===== src/rtl/voice_serializer_pkg.sv =====
// voice_serializer_pkg
//   Shared constants and types for the voice bus serializer: default slot count,
//   sample width, slot index width, slot index type and the serializer FSM encoding.
package voice_serializer_pkg;

    localparam int N_VOICES = 10;
    localparam int SAMPLE_W = 24;
    localparam int IDX_W    = 4;

    typedef logic [IDX_W-1:0] slot_idx_t;

    typedef enum logic {
        ST_IDLE = 1'b0,
        ST_SEND = 1'b1
    } vser_state_t;

endpackage


===== src/rtl/voice_snapshot_bank.sv =====
// voice_snapshot_bank
//   N_VOICES x DATA_W register file holding one frame of voice samples.
//   Loads all voices in parallel on capture; voices whose keep_mask bit is 0
//   are stored as zero. Read port is combinational, addressed by rd_idx.
// Ports
//   clk        system clock
//   rst_n      asynchronous active-low reset, clears every entry
//   capture    parallel load strobe
//   voices     packed samples, voice k at [k*DATA_W +: DATA_W]
//   keep_mask  per-voice keep bit (0 stores zero)
//   rd_idx     read address
//   rd_data    sample at rd_idx
module voice_snapshot_bank
    import voice_serializer_pkg::*;
#(
    parameter int N_VOICES = voice_serializer_pkg::N_VOICES,
    parameter int DATA_W   = voice_serializer_pkg::SAMPLE_W,
    parameter int IDX_W    = voice_serializer_pkg::IDX_W
) (
    input  logic                         clk,
    input  logic                         rst_n,
    input  logic                         capture,
    input  logic [N_VOICES*DATA_W-1:0]   voices,
    input  logic [N_VOICES-1:0]          keep_mask,
    input  logic [IDX_W-1:0]             rd_idx,
    output logic [DATA_W-1:0]            rd_data
);

    logic [DATA_W-1:0] bank [N_VOICES];

    always_ff @(posedge clk or negedge rst_n) begin
        if (!rst_n) begin
            for (int k = 0; k < N_VOICES; k++) begin
                bank[k] <= '0;
            end
        end else if (capture) begin
            for (int k = 0; k < N_VOICES; k++) begin
                bank[k] <= keep_mask[k] ? voices[k*DATA_W +: DATA_W] : '0;
            end
        end
    end

    assign rd_data = bank[rd_idx];

endmodule


===== src/rtl/voice_serializer.sv =====
// voice_serializer
//   Producer side of the time-multiplexed voice bus feeding the 10-slot mixer.
//   A frame tick snapshots every voice; the frame is then emitted one slot per
//   cycle on o_data with o_clk_en as the slot strobe. i_hold stalls slot issue.
//   Optional build macro VSER_MUTE_EN adds i_voice_active: gated-off voices are
//   captured as zero but their slots are still issued.
// Ports
//   clk, rst_n      clock, asynchronous active-low reset
//   i_frame_tick    1-cycle strobe starting a frame
//   i_voices        packed signed samples, voice k at [k*DATA_W +: DATA_W]
//   i_hold          consumer stall
//   i_clr_overrun   clears o_overrun
//   i_voice_active  per-voice gate (VSER_MUTE_EN only)
//   o_data/o_slot   current slot sample and index
//   o_clk_en        slot-valid strobe
//   o_last          slot-valid on the final slot
//   o_busy          frame in progress
//   o_overrun       sticky: tick arrived while a frame was still being sent
//
// state   | meaning
// ST_IDLE | waiting for a frame tick
// ST_SEND | issuing slots idx..N_VOICES-1 from the snapshot bank
module voice_serializer
    import voice_serializer_pkg::*;
#(
    parameter int N_VOICES = voice_serializer_pkg::N_VOICES,
    parameter int DATA_W   = voice_serializer_pkg::SAMPLE_W,
    parameter int IDX_W    = voice_serializer_pkg::IDX_W
) (
    input  logic                         clk,
    input  logic                         rst_n,
    input  logic                         i_frame_tick,
    input  logic [N_VOICES*DATA_W-1:0]   i_voices,
    input  logic                         i_hold,
    input  logic                         i_clr_overrun,
`ifdef VSER_MUTE_EN
    input  logic [N_VOICES-1:0]          i_voice_active,
`endif
    output logic [DATA_W-1:0]            o_data,
    output logic                         o_clk_en,
    output logic [IDX_W-1:0]             o_slot,
    output logic                         o_last,
    output logic                         o_busy,
    output logic                         o_overrun
);

    localparam logic [IDX_W-1:0] LAST_IDX = IDX_W'(N_VOICES - 1);

    vser_state_t          state_q, state_d;
    logic [IDX_W-1:0]     idx_q, idx_d;
    logic                 capture;
    logic                 issue;
    logic                 ovr_set;
    logic [DATA_W-1:0]    rd_data;
    logic [N_VOICES-1:0]  keep_mask;

`ifdef VSER_MUTE_EN
    assign keep_mask = i_voice_active;
`else
    assign keep_mask = '1;
`endif

    voice_snapshot_bank #(
        .N_VOICES (N_VOICES),
        .DATA_W   (DATA_W),
        .IDX_W    (IDX_W)
    ) u_bank (
        .clk       (clk),
        .rst_n     (rst_n),
        .capture   (capture),
        .voices    (i_voices),
        .keep_mask (keep_mask),
        .rd_idx    (idx_q),
        .rd_data   (rd_data)
    );

    always_ff @(posedge clk or negedge rst_n) begin
        if (!rst_n) begin
            state_q <= ST_IDLE;
            idx_q   <= '0;
        end else begin
            state_q <= state_d;
            idx_q   <= idx_d;
        end
    end

    always_comb begin
        state_d = state_q;
        idx_d   = idx_q;
        capture = 1'b0;
        issue   = 1'b0;
        ovr_set = 1'b0;
        case (state_q)
            ST_IDLE: begin
                if (i_frame_tick) begin
                    capture = 1'b1;
                    idx_d   = '0;
                    state_d = ST_SEND;
                end
            end
            ST_SEND: begin
                if (!i_hold) begin
                    issue = 1'b1;
                    if (idx_q == LAST_IDX) begin
                        idx_d = '0;
                        // A tick coinciding with the final slot chains the next
                        // frame with no gap; the bank is read before it reloads.
                        if (i_frame_tick) begin
                            capture = 1'b1;
                        end else begin
                            state_d = ST_IDLE;
                        end
                    end else begin
                        idx_d = idx_q + 1'b1;
                    end
                end
                if (i_frame_tick && !(issue && idx_q == LAST_IDX)) begin
                    ovr_set = 1'b1;
                end
            end
            default: begin
                state_d = ST_IDLE;
                idx_d   = '0;
            end
        endcase
    end

    always_ff @(posedge clk or negedge rst_n) begin
        if (!rst_n) begin
            o_data    <= '0;
            o_slot    <= '0;
            o_clk_en  <= 1'b0;
            o_last    <= 1'b0;
            o_busy    <= 1'b0;
            o_overrun <= 1'b0;
        end else begin
            if (issue) begin
                o_data   <= rd_data;
                o_slot   <= idx_q;
                o_clk_en <= 1'b1;
                o_last   <= (idx_q == LAST_IDX);
            end else begin
                o_clk_en <= 1'b0;
                o_last   <= 1'b0;
            end
            o_busy <= (state_d == ST_SEND);
            if (ovr_set) begin
                o_overrun <= 1'b1;
            end else if (i_clr_overrun) begin
                o_overrun <= 1'b0;
            end
        end
    end

endmodule

===== config.mk =====
export PLATFORM = sky130hd
export DESIGN_NAME = voice_serializer
export DESIGN_NICKNAME = d
export VERILOG_FILES = /design/src/rtl/voice_serializer_pkg.sv /design/src/rtl/voice_snapshot_bank.sv /design/src/rtl/voice_serializer.sv
export SDC_FILE = /design/constraint.sdc
export NUM_CORES = 1
export LEC_CHECK = 0
export CORE_MARGIN = 4
export CORE_UTILIZATION = 56
export CTS_CLUSTER_SIZE = 14
export DETAILED_ROUTE_END_ITERATION = 16
export GPL_TIMING_DRIVEN = 0
export PLACE_DENSITY = 0.87
export SLEW_MARGIN = 0
export SYNTH_ARGS = -nofsm -noshare
export SYNTH_HDL_FRONTEND = slang
export SYNTH_HIERARCHICAL = 1
export SYNTH_SLANG_ARGS = --single-unit

===== constraint.sdc =====
create_clock -name clk -period 4.15 [get_ports clk]
set_input_delay 0.83 -clock clk [delete_from_list [all_inputs] [get_ports clk]]
set_output_delay 0.83 -clock clk [all_outputs]
set_load 0.005 [all_outputs]

# Yosys cells after proc, flatten, opt, wreduce, memory -nomap -nowiden
# Cells that the tools add are included.
word_totals:
  input_bits: 245
  ff_bits: 276
  output_inout_bits: 32
  word_cells: 52
op_classes:
  n_eq_ne: 3
  n_lt_le_gt_ge: 1
  mux: 23
  bitwise: 2
  n_reduce_logical: 5
  n_addsub: 1
ops:
  columns: ["op", "count"]
  rows:
  - ["24-bit binary-select mux with 4-bit select", 1]
  - ["24-bit 2-to-1 mux", 2]
  - ["1-bit 2-to-1 mux", 14]
  - ["4-bit 2-to-1 mux", 3]
  - ["4-bit one-hot mux with 2 select lines", 1]
  - ["5-bit greater-or-equal comparator (second input constant)", 1]
  - ["4-bit NOT with 5-bit output", 1]
  - ["4-bit by 1-bit adder with 4-bit output (second input constant)", 1]
  - ["4-bit equality test (second input constant)", 1]
  - ["2-bit != test (second input constant)", 2]
  - ["1-bit one-hot mux with 2 select lines", 2]
  - ["1-bit logical AND", 2]
  - ["2-bit AND reduction", 1]
  - ["2-bit nonzero test", 1]
  - ["1-bit zero test", 1]
  - ["1-bit NOT", 1]

# Logic depth before layout (Yosys ltp)
# Gate-level depths: netlist (run 1).
depth:
  ltp_word: 8
  mapped_depth: 10
  depth_no_buf: 7

# Modules after synthesis
# The synthesis (run 1) kept the hierarchy.
modules_own_cells:
  columns: ["mod", "n_inst", "seq_area_each_um2", "area_per_inst_um2", "cells_each"]
  rows:
  - ["voice_snapshot_bank", 1, 6005.8, 11755.0, 1255]
  - ["voice_serializer", 1, 900.9, 1421.4, 151]

# Worst setup path after synthesis (run 1)
# No wires, ideal clock.
synth_path:
  path_type: "input-to-reg"
  start: "in i_hold"
  end: "reg u_bank/bank[10] (netlist bit)"
  slack_ns: 2.132
  t_required_ns: 4.067
  setup_ns: 0.083
  n_path_buf: 2
  path_stages: 6
  t_arrival_ns: 1.935
  path_cell_list: "o21ai_0 and2_1 clkbuf_1 buf_1 nand3_1 o21ai_0"
synth_between:
  elab_chain_len: 2
synth_lines:
  columns: ["element", "line_no", "source"]
  rows:
  - ["start, declared", "voice_serializer.sv:34", "input logic i_hold,"]
  - ["1-bit 2-to-1 mux", "voice_serializer.sv:102", "if (!i_hold) begin"]
  - ["1-bit one-hot mux with 2 select lines", "voice_serializer.sv:93", "case (state_q)"]
  - ["net capture", "voice_serializer.sv:51", "logic capture;"]
  - ["end signal, assigned by index", "voice_snapshot_bank.sv:38", "bank[k] <= keep_mask[k] ? voices[k*DATA_W +: DATA_W] : '0;"]
  - ["end, declared", "voice_snapshot_bank.sv:29", "logic [DATA_W-1:0] bank [N_VOICES];"]
# The timed path passes the listed nets, and every way through them passes these cells.
# A chain may end at the register's enable or synchronous reset.

# Worst setup path after layout (run 1)
layout_path:
  start: "reg idx_q[0]"
  end: "reg u_bank/bank[8] (netlist bit)"
layout_between:
  elab_chain_len: 4
layout_lines:
  columns: ["element", "line_no", "source"]
  rows:
  - ["start, declared", "voice_serializer.sv:50", "logic [IDX_W-1:0] idx_q, idx_d;"]
  - ["start signal, assigned", "voice_serializer.sv:83", "idx_q <= idx_d;"]
  - ["4-bit equality test", "voice_serializer.sv:104", "if (idx_q == LAST_IDX) begin"]
  - ["1-bit 2-to-1 mux", "voice_serializer.sv:104", null]
  - ["1-bit 2-to-1 mux", "voice_serializer.sv:102", null]
  - ["1-bit one-hot mux with 2 select lines", "voice_serializer.sv:93", null]
  - ["net capture", "voice_serializer.sv:51", null]
# The timed path passes the listed nets, and every way through them passes these cells.

==> run summary, run 1 <==
Post-synth top cells -> dfrtp_1 (276), inv_1 (244), nand3_1 (241)
Psw -> 0.00430 W
Synth Area in Adders -> 0.190%
GR Util All Layers -> 31.9%
vias per inst -> 5.62
Final Non-Filler Cells -> 2,106
IO Port Bufs -> 276
Die ar. -> 0.0260 mm^2
CP Depth -> 8
Syn Inst Count -> 1,406
CP most frequent cell -> o21ai_0
Post-DP Area -> 0.0166 mm^2
root buf cell -> clkbuf_16
DRC -> 0
Post-synth EDFFs -> 0
Core Footprint -> 0.0229 mm^2
# rows -> 55
combinational group share of total power -> 38.2%
Leakage -> 7.85 nW
Reg2Reg Launch Point -> idx_q[0]
Tightest Pin Transition -> 788 ps
Clock Latency Late Sink -> 550 ps
sequential share of power -> 40.7%
Post-Synth XOR/XNOR Area -> 0%
Worst Path Buf+Inv -> 2
vias in the first global route -> 12.1k
CP max stage cell -> clkbuf_1
Top-Level Pins -> 277
Critical Path AT -> 3210 ps
CP required -> 4590 ps
Post-Place Cells -> 2,056
Worst Setup Slack, final -> 1380 ps
CTS tree -> done
hold buffer count at cts -> 0
detailed router's first-iteration violation count -> 1,305
Pwr Density -> 681 mW/mm^2
most frequent cell after synthesis -> dfrtp_1
pin count of the biggest net entering global routing -> 120
Worst Reg-to-Reg Cells -> 8
mux contribution to synthesized area -> 10.5%
clock tree buffer depth -> 3
Clock transition at path regs -> 60 ps
VDD IR max -> 0.341 mV
setup TNS -> 0 ps
TritonRoute pass-1 iters -> 6
first-pass GRT wire length -> 65,100 um
hold crit path type -> primary input to asynchronous set/reset pin
layout cells sized above 1 -> 11.0%
post-synthesis register bit count -> 276
area grow syn2layout -> 33.1%
DRT antenna net count -> 0
crit path max fanout -> 10
antenna cells -> 0
Max Clock Freq -> 361 MHz
CP Capture Type -> register
remaining global-route overflow -> 0
design area -> 0.0175 mm^2
sequential-to-total area share from yosys stat -> 52.4%
Worst Skew -> 23.1 ps
hpwl dp -> 31,400 um
max capacitance violation total -> 0
Pins Over Slew Limit -> 0
CP startpoint kind -> register
average wire per standard cell -> 20.1 um
postcts setup bufs -> 0
layout net count -> 2,020
r2r setup slk -> 1380 ps
period utilisation layout -> 66.8%
final hold vios -> 0
Slew HR -> 47.5%
Synth Warn # -> 6
endpoints failing setup -> 0
clock share of power -> 21.1%
status -> finished, final reports clean
H-tree depth -> 1
Die X -> 161 um
Switching Share -> 36.0%
crit path kind -> register to register
routed vias -> 11.8k
Int Pwr -> 0.00764 W
crit-path max cell delay -> 620 ps
Synth Area in Simple Gates -> 13.5%
CP Cell Sequence -> ha_1, nand3b_1, o21ai_0, and2_1, clkbuf_1, buf_1, nand3_1, o21ai_0
Syn Area/Cell -> 9.37 um^2
ranking of synthesized cells by area -> dfrtp_1 (52%), nand3_1 (9.2%), o21ai_1 (7.6%)
post-place setup slack -> 972 ps
main combinational cell family by area after synthesis -> simple AND/OR/NAND/NOR gates
Synth cell types -> 33
Die Ht -> 161 um
CP delay by family, top -> buffers and inverters
post_cts resized -> 0
global placement routability congestion -> 0.946
Yosys top cell area share -> 52.4%
Post-Syn Area -> 0.0132 mm^2
RSZ-0062 raised after global routing -> no
fin crit period -> 2770 ps
post-synthesis compound-gate area fraction -> 12.2%
Post-synth ARST share -> 100%
initial antenna violation count -> 0
Initial Utilization -> 57.5%
largest area contributor in the netlist -> dfrtp_1
Total Power -> 0.0119 W
main flop type after synthesis -> dfrtp_1
clk sinks -> 276
clock buffer count from CTS -> 28
final WL -> 42,400 um
reg2reg end -> u_bank/bank[8]
==> worst register-to-register path, delay by kind of cell, from the launching register on <==
kind / cells / cell delay [ps]
flip-flops: 1 / 480
AND/OR/NAND/NOR: 3 / 550
adder cells (fa/ha/maj): 1 / 190
AO/OA/AOI/OAI: 2 / 430
buffers and inverters: 2 / 1060
==> worst max-delay path by stage <==
stage / end / slack [ps] / startpoint
2_1_floorplan: u_bank/bank[10] / 2130 / i_hold
3_3_place_gp: u_bank/bank[181] / -9120 / rst_n
3_5_place_dp: u_bank/bank[207] / 970 / i_hold
4_1_cts: u_bank/bank[207] / 1430 / idx_q[0]
5_1_grt: u_bank/bank[8] / 1160 / idx_q[0]
6_report: u_bank/bank[8] / 1380 / idx_q[0]
==> metal layers <==
layer  up-vias  wire length [um]  GRT usage [%]
met5         -                 0              0
met4         0              1890           13.1
met3       113              3910           5.44
met2       713             20000           51.8
met1      5656             16600           43.1
li1       5356                 -              -
==> power by group through the flow <==
stage / clock network, W / registers [W] / logic (W)
4_1_cts: 0.00253 / 0.00481 / 0.00447
3_5_place_dp: 0 / 0.00483 / 0.00439
6_report: 0.00252 / 0.00486 / 0.00456
5_1_grt: 0.00265 / 0.00497 / 0.00491
2_1_floorplan: 0 / 0.00455 / 0.00286
3_3_place_gp: 0 / 0.00475 / 0.00425
==> sequential cells by signal (all words and copies together) (netlist names) <==
| register | cells |
|---|---|
| o_slot | 4 |
| o_overrun | 1 |
| o_clk_en | 1 |
| idx_q | 4 |
| o_last | 1 |
| u_bank/bank | 240 |
| o_busy | 1 |
| o_data | 24 |
==> kinds of logic after synthesis <==
logic type,count (synthesis)
buffers and inverters,351
AOI/OAI and AO/OA,296
DFF,276
adders and majority gates,2
muxes,98
and+or+nand+nor,382
other,1
==> metrics by stage <==
stage          utilization [%]  hold slack (ps)
2_1_floorplan                -              470
3_3_place_gp              72.2              459
3_5_place_dp              72.5              463
4_1_cts                   76.5              281
5_1_grt                   76.5              298
6_report                  76.5              258
==> cells in the final DEF (no fill, tap or decap), drive strengths merged, types with 2 or more instances in the layout <==
cell,synthesis,layout
buf,55,58
bufinv,0,2
clkbuf,51,91
clkdlybuf4s50,0,275
clkinv,0,7
conb,1,60
dfrtp,276,276
ha,2,2
inv,245,245
mux2,72,72
mux2i,2,2
mux4,24,24
nand2,108,108
nand2b,3,3
nand3,241,241
nor2,25,25
o21ai,244,244
o22ai,26,26
o31ai,24,24
==> layout make-up <==
class	instances	area, um^2
Fill cell	1537	5380
Inverter	245	922
Clock buffer	40	806
Clock inverter	10	114
Tap cell	313	392
Sequential cell	276	6910
Buffer	106	539
Timing Repair Buffer	278	2820
Multi-Input combinational cell	838	5030
(Power assumes the default switching activity.)
==> run 2: changes to the inputs <==
CORE_UTILIZATION = 47   (was 56)
PLACE_DENSITY = 0.77   (was 0.87)
clock period = 2.32 ns   (was 4.15 ns; I/O delays follow)
==> run summary, run 2 (synthesis gave the netlist of run 1 again) <==
CP Depth -> 8 (unchanged)
remaining global-route overflow -> 0 (unchanged)
Filler Cell Count -> 2,258 (+47%)
Clock Latency Late Sink -> 540 ps (about the same)
# rows -> 61 (+11%)
fin crit period -> 2220 ps (-549 ps)
hold crit path type -> primary input to asynchronous set/reset pin
IO Port Bufs -> 276 (unchanged)
TritonRoute pass-1 iters -> 7 (+1)
Tightest Pin Transition -> 626 ps (-162 ps)
CP Cell Sequence -> inv_1, ha_1, nand3b_1, o21ai_2, and2_4, clkbuf_2, buf_1, o21ai_1
Die Ht -> 175 um (+8.7%)
detailed router's first-iteration violation count -> 1,308 (+0.23%)
Reg2Reg Launch Point -> idx_q[1]
Clock transition at path regs -> 60 ps (about the same)
clock buffer count from CTS -> 29 (+3.6%)
Post-DP Area -> 0.0167 mm^2 (+0.49%)
setup TNS -> 0 ps (unchanged)
status -> finished, final reports clean
first-pass GRT wire length -> 64,500 um (-0.97%)
RSZ-0062 raised after global routing -> yes
Initial Utilization -> 47.6% (-9.9 points)
clk sinks -> 276 (unchanged)
period utilisation layout -> 95.8% (+29 points)
GR Util All Layers -> 26.8% (-5.1 points)
multi-input logic area -> 0.00504 mm^2 (+0.12%)
max reg flops -> 240 (unchanged)
Pins Over Slew Limit -> 0 (unchanged)
global placement routability congestion -> 0.907 (-4.1%)
design area -> 0.0177 mm^2 (+1.1%)
Pwr Density -> 1200 mW/mm^2 (+77%)
layout cells sized above 1 -> 12.4% (+1.3 points)
crit path max fanout -> 10 (unchanged)
clock tree buffer depth -> 3 (unchanged)
vias in the first global route -> 11.6k (-4.5%)
max capacitance violation total -> 0 (unchanged)
Critical Path AT -> 2620 ps (-590 ps)
clock share of power -> 21.6% (+0.5 points)
DRC -> 0 (unchanged)
Psw -> 0.00752 W (+75%)
area grow syn2layout -> 34.5%
Reg area -> 0.00691 mm^2 (about the same)
reg2reg end -> u_bank/bank[72]
CTS tree -> done
root buf cell -> clkbuf_16
CP max stage cell -> buf_1
CP required -> 2720 ps (-1870 ps)
CP Capture Type -> register
most frequent cells in the layout -> dfrtp_1 (275), clkdlybuf4s50_1 (275), inv_1 (244), nand3_1 (241), o21ai_1 (200)
sequential share of power -> 40.5% (-0.2 points)
Leakage -> 7.95 nW (+1.2%)
Core Footprint -> 0.0277 mm^2 (+21%)
postcts setup bufs -> 0 (unchanged)
pin count of the biggest net entering global routing -> 128 (+6.7%)
VDD IR max -> 0.649 mV (+91%)
DRT antenna net count -> 0 (unchanged)
final WL -> 42,000 um (-1.1%)
worst hold slack -> 465 ps (+207 ps)
Die ar. -> 0.0308 mm^2 (+18%)
routed vias -> 11.4k (-3.6%)
Worst Path Buf+Inv -> 3 (+1)
Switching Share -> 35.3% (-0.71 points)
CP startpoint kind -> register
Worst Skew -> 10.1 ps (-13.0 ps)
average wire per standard cell -> 19.3 um (-4.2%)
endpoints failing setup -> 0 (unchanged)
Worst Reg-to-Reg Cells -> 8 (unchanged)
post-place setup slack -> -511 ps (-1480 ps)
hpwl dp -> 31,300 um (-0.16%)
fin util -> 64.0% (-13 points)
Max Clock Freq -> 450 MHz (+25%)
Worst Setup Slack, final -> 98.5 ps (-1280 ps)
crit-path max cell delay -> 430 ps (-190 ps)
initial antenna violation count -> 0 (unchanged)
r2r setup slk -> 100 ps (-1280 ps)
layout net count -> 2,022 (+0.099%)
combinational group share of total power -> 37.9% (-0.3 points)
vias per inst -> 5.25 (-6.6%)
crit path kind -> register to register
CP delay by family, top -> buffers and inverters
Slew HR -> 58.3% (+11 points)
Largest regs -> u_bank/bank: 240 flops, o_data: 24 flops
H-tree depth -> 1 (unchanged)
antenna cells -> 0 (unchanged)
final hold vios -> 0 (unchanged)
Die X -> 175 um (+8.7%)
Biggest register -> u_bank/bank
Top-Level Pins -> 277 (unchanged)
Int Pwr -> 0.0138 W (+81%)
-- run 2: changes by cell type in the layout (fill, tap and decap cells not counted), sizes merged --
cell	change
buf	+1
bufinv	-1
clkbuf	+4
clkinv	-1
clkinvlp	-1
dlygate4sd3	+1
-- run 2: worst max path at each step --
stage	endpoint	slack, ps	from
3_5_place_dp	u_bank/bank[155]	-510	i_hold
4_1_cts	u_bank/bank[196]	0.5	idx_q[1]
5_1_grt	u_bank/bank[80]	-20	idx_q[1]
3_3_place_gp	u_bank/bank[182]	-10780	rst_n
6_report	u_bank/bank[72]	100	idx_q[1]
2_1_floorplan	u_bank/bank[10]	420	idx_q[1]
-- run 2: cell type report --
class / count / share of cell area [%]
Buffer: 106 / 3.36
Clock buffer: 45 / 5.05
Clock inverter: 7 / 0.339
Inverter: 245 / 5.20
Multi-Input combinational cell: 838 / 28.4
Sequential cell: 276 / 39.0
Tap cell: 378 / 2.67
Timing Repair Buffer: 279 / 16.0
-- run 2: per-layer routing --
layer | global-route usage (%) | vias to the layer above | routed length (um)
met3 | 4.30 | 84 | 3210
met5 | 0 | - | 0
met4 | 8.45 | 0 | 1470
li1 | - | 5357 | -
met1 | 37.9 | 5471 | 17900
met2 | 42.9 | 504 | 19400
-- run 2: per-stage QoR --
| step | power, W | instances |
|---|---|---|
| 2_1_floorplan | 0.0133 | 1465 |
| 3_3_place_gp | 0.0162 | 2119 |
| 3_5_place_dp | 0.0165 | 2121 |
| 4_1_cts | 0.0212 | 2174 |
| 5_1_grt | 0.0226 | 2174 |
| 6_report | 0.0213 | 2174 |
-- run 2: timing repair --
item,4_1_cts,5_1_grt
hold buffers,1,0
endpoints found under the setup margin,240,234
gates cloned,0,0
endpoints found under the hold margin,60,0
gates resized for setup,19,27
-- run 2: power by group through the flow --
stage               combinational (W)  clock, W  sequential [W]
floorplan                     0.00512         0         0.00814
global placement              0.00767         0         0.00853
detailed placement            0.00786         0         0.00862
CTS                           0.00797   0.00467         0.00857
global route                  0.00881   0.00487         0.00887
finish                        0.00809   0.00461         0.00863
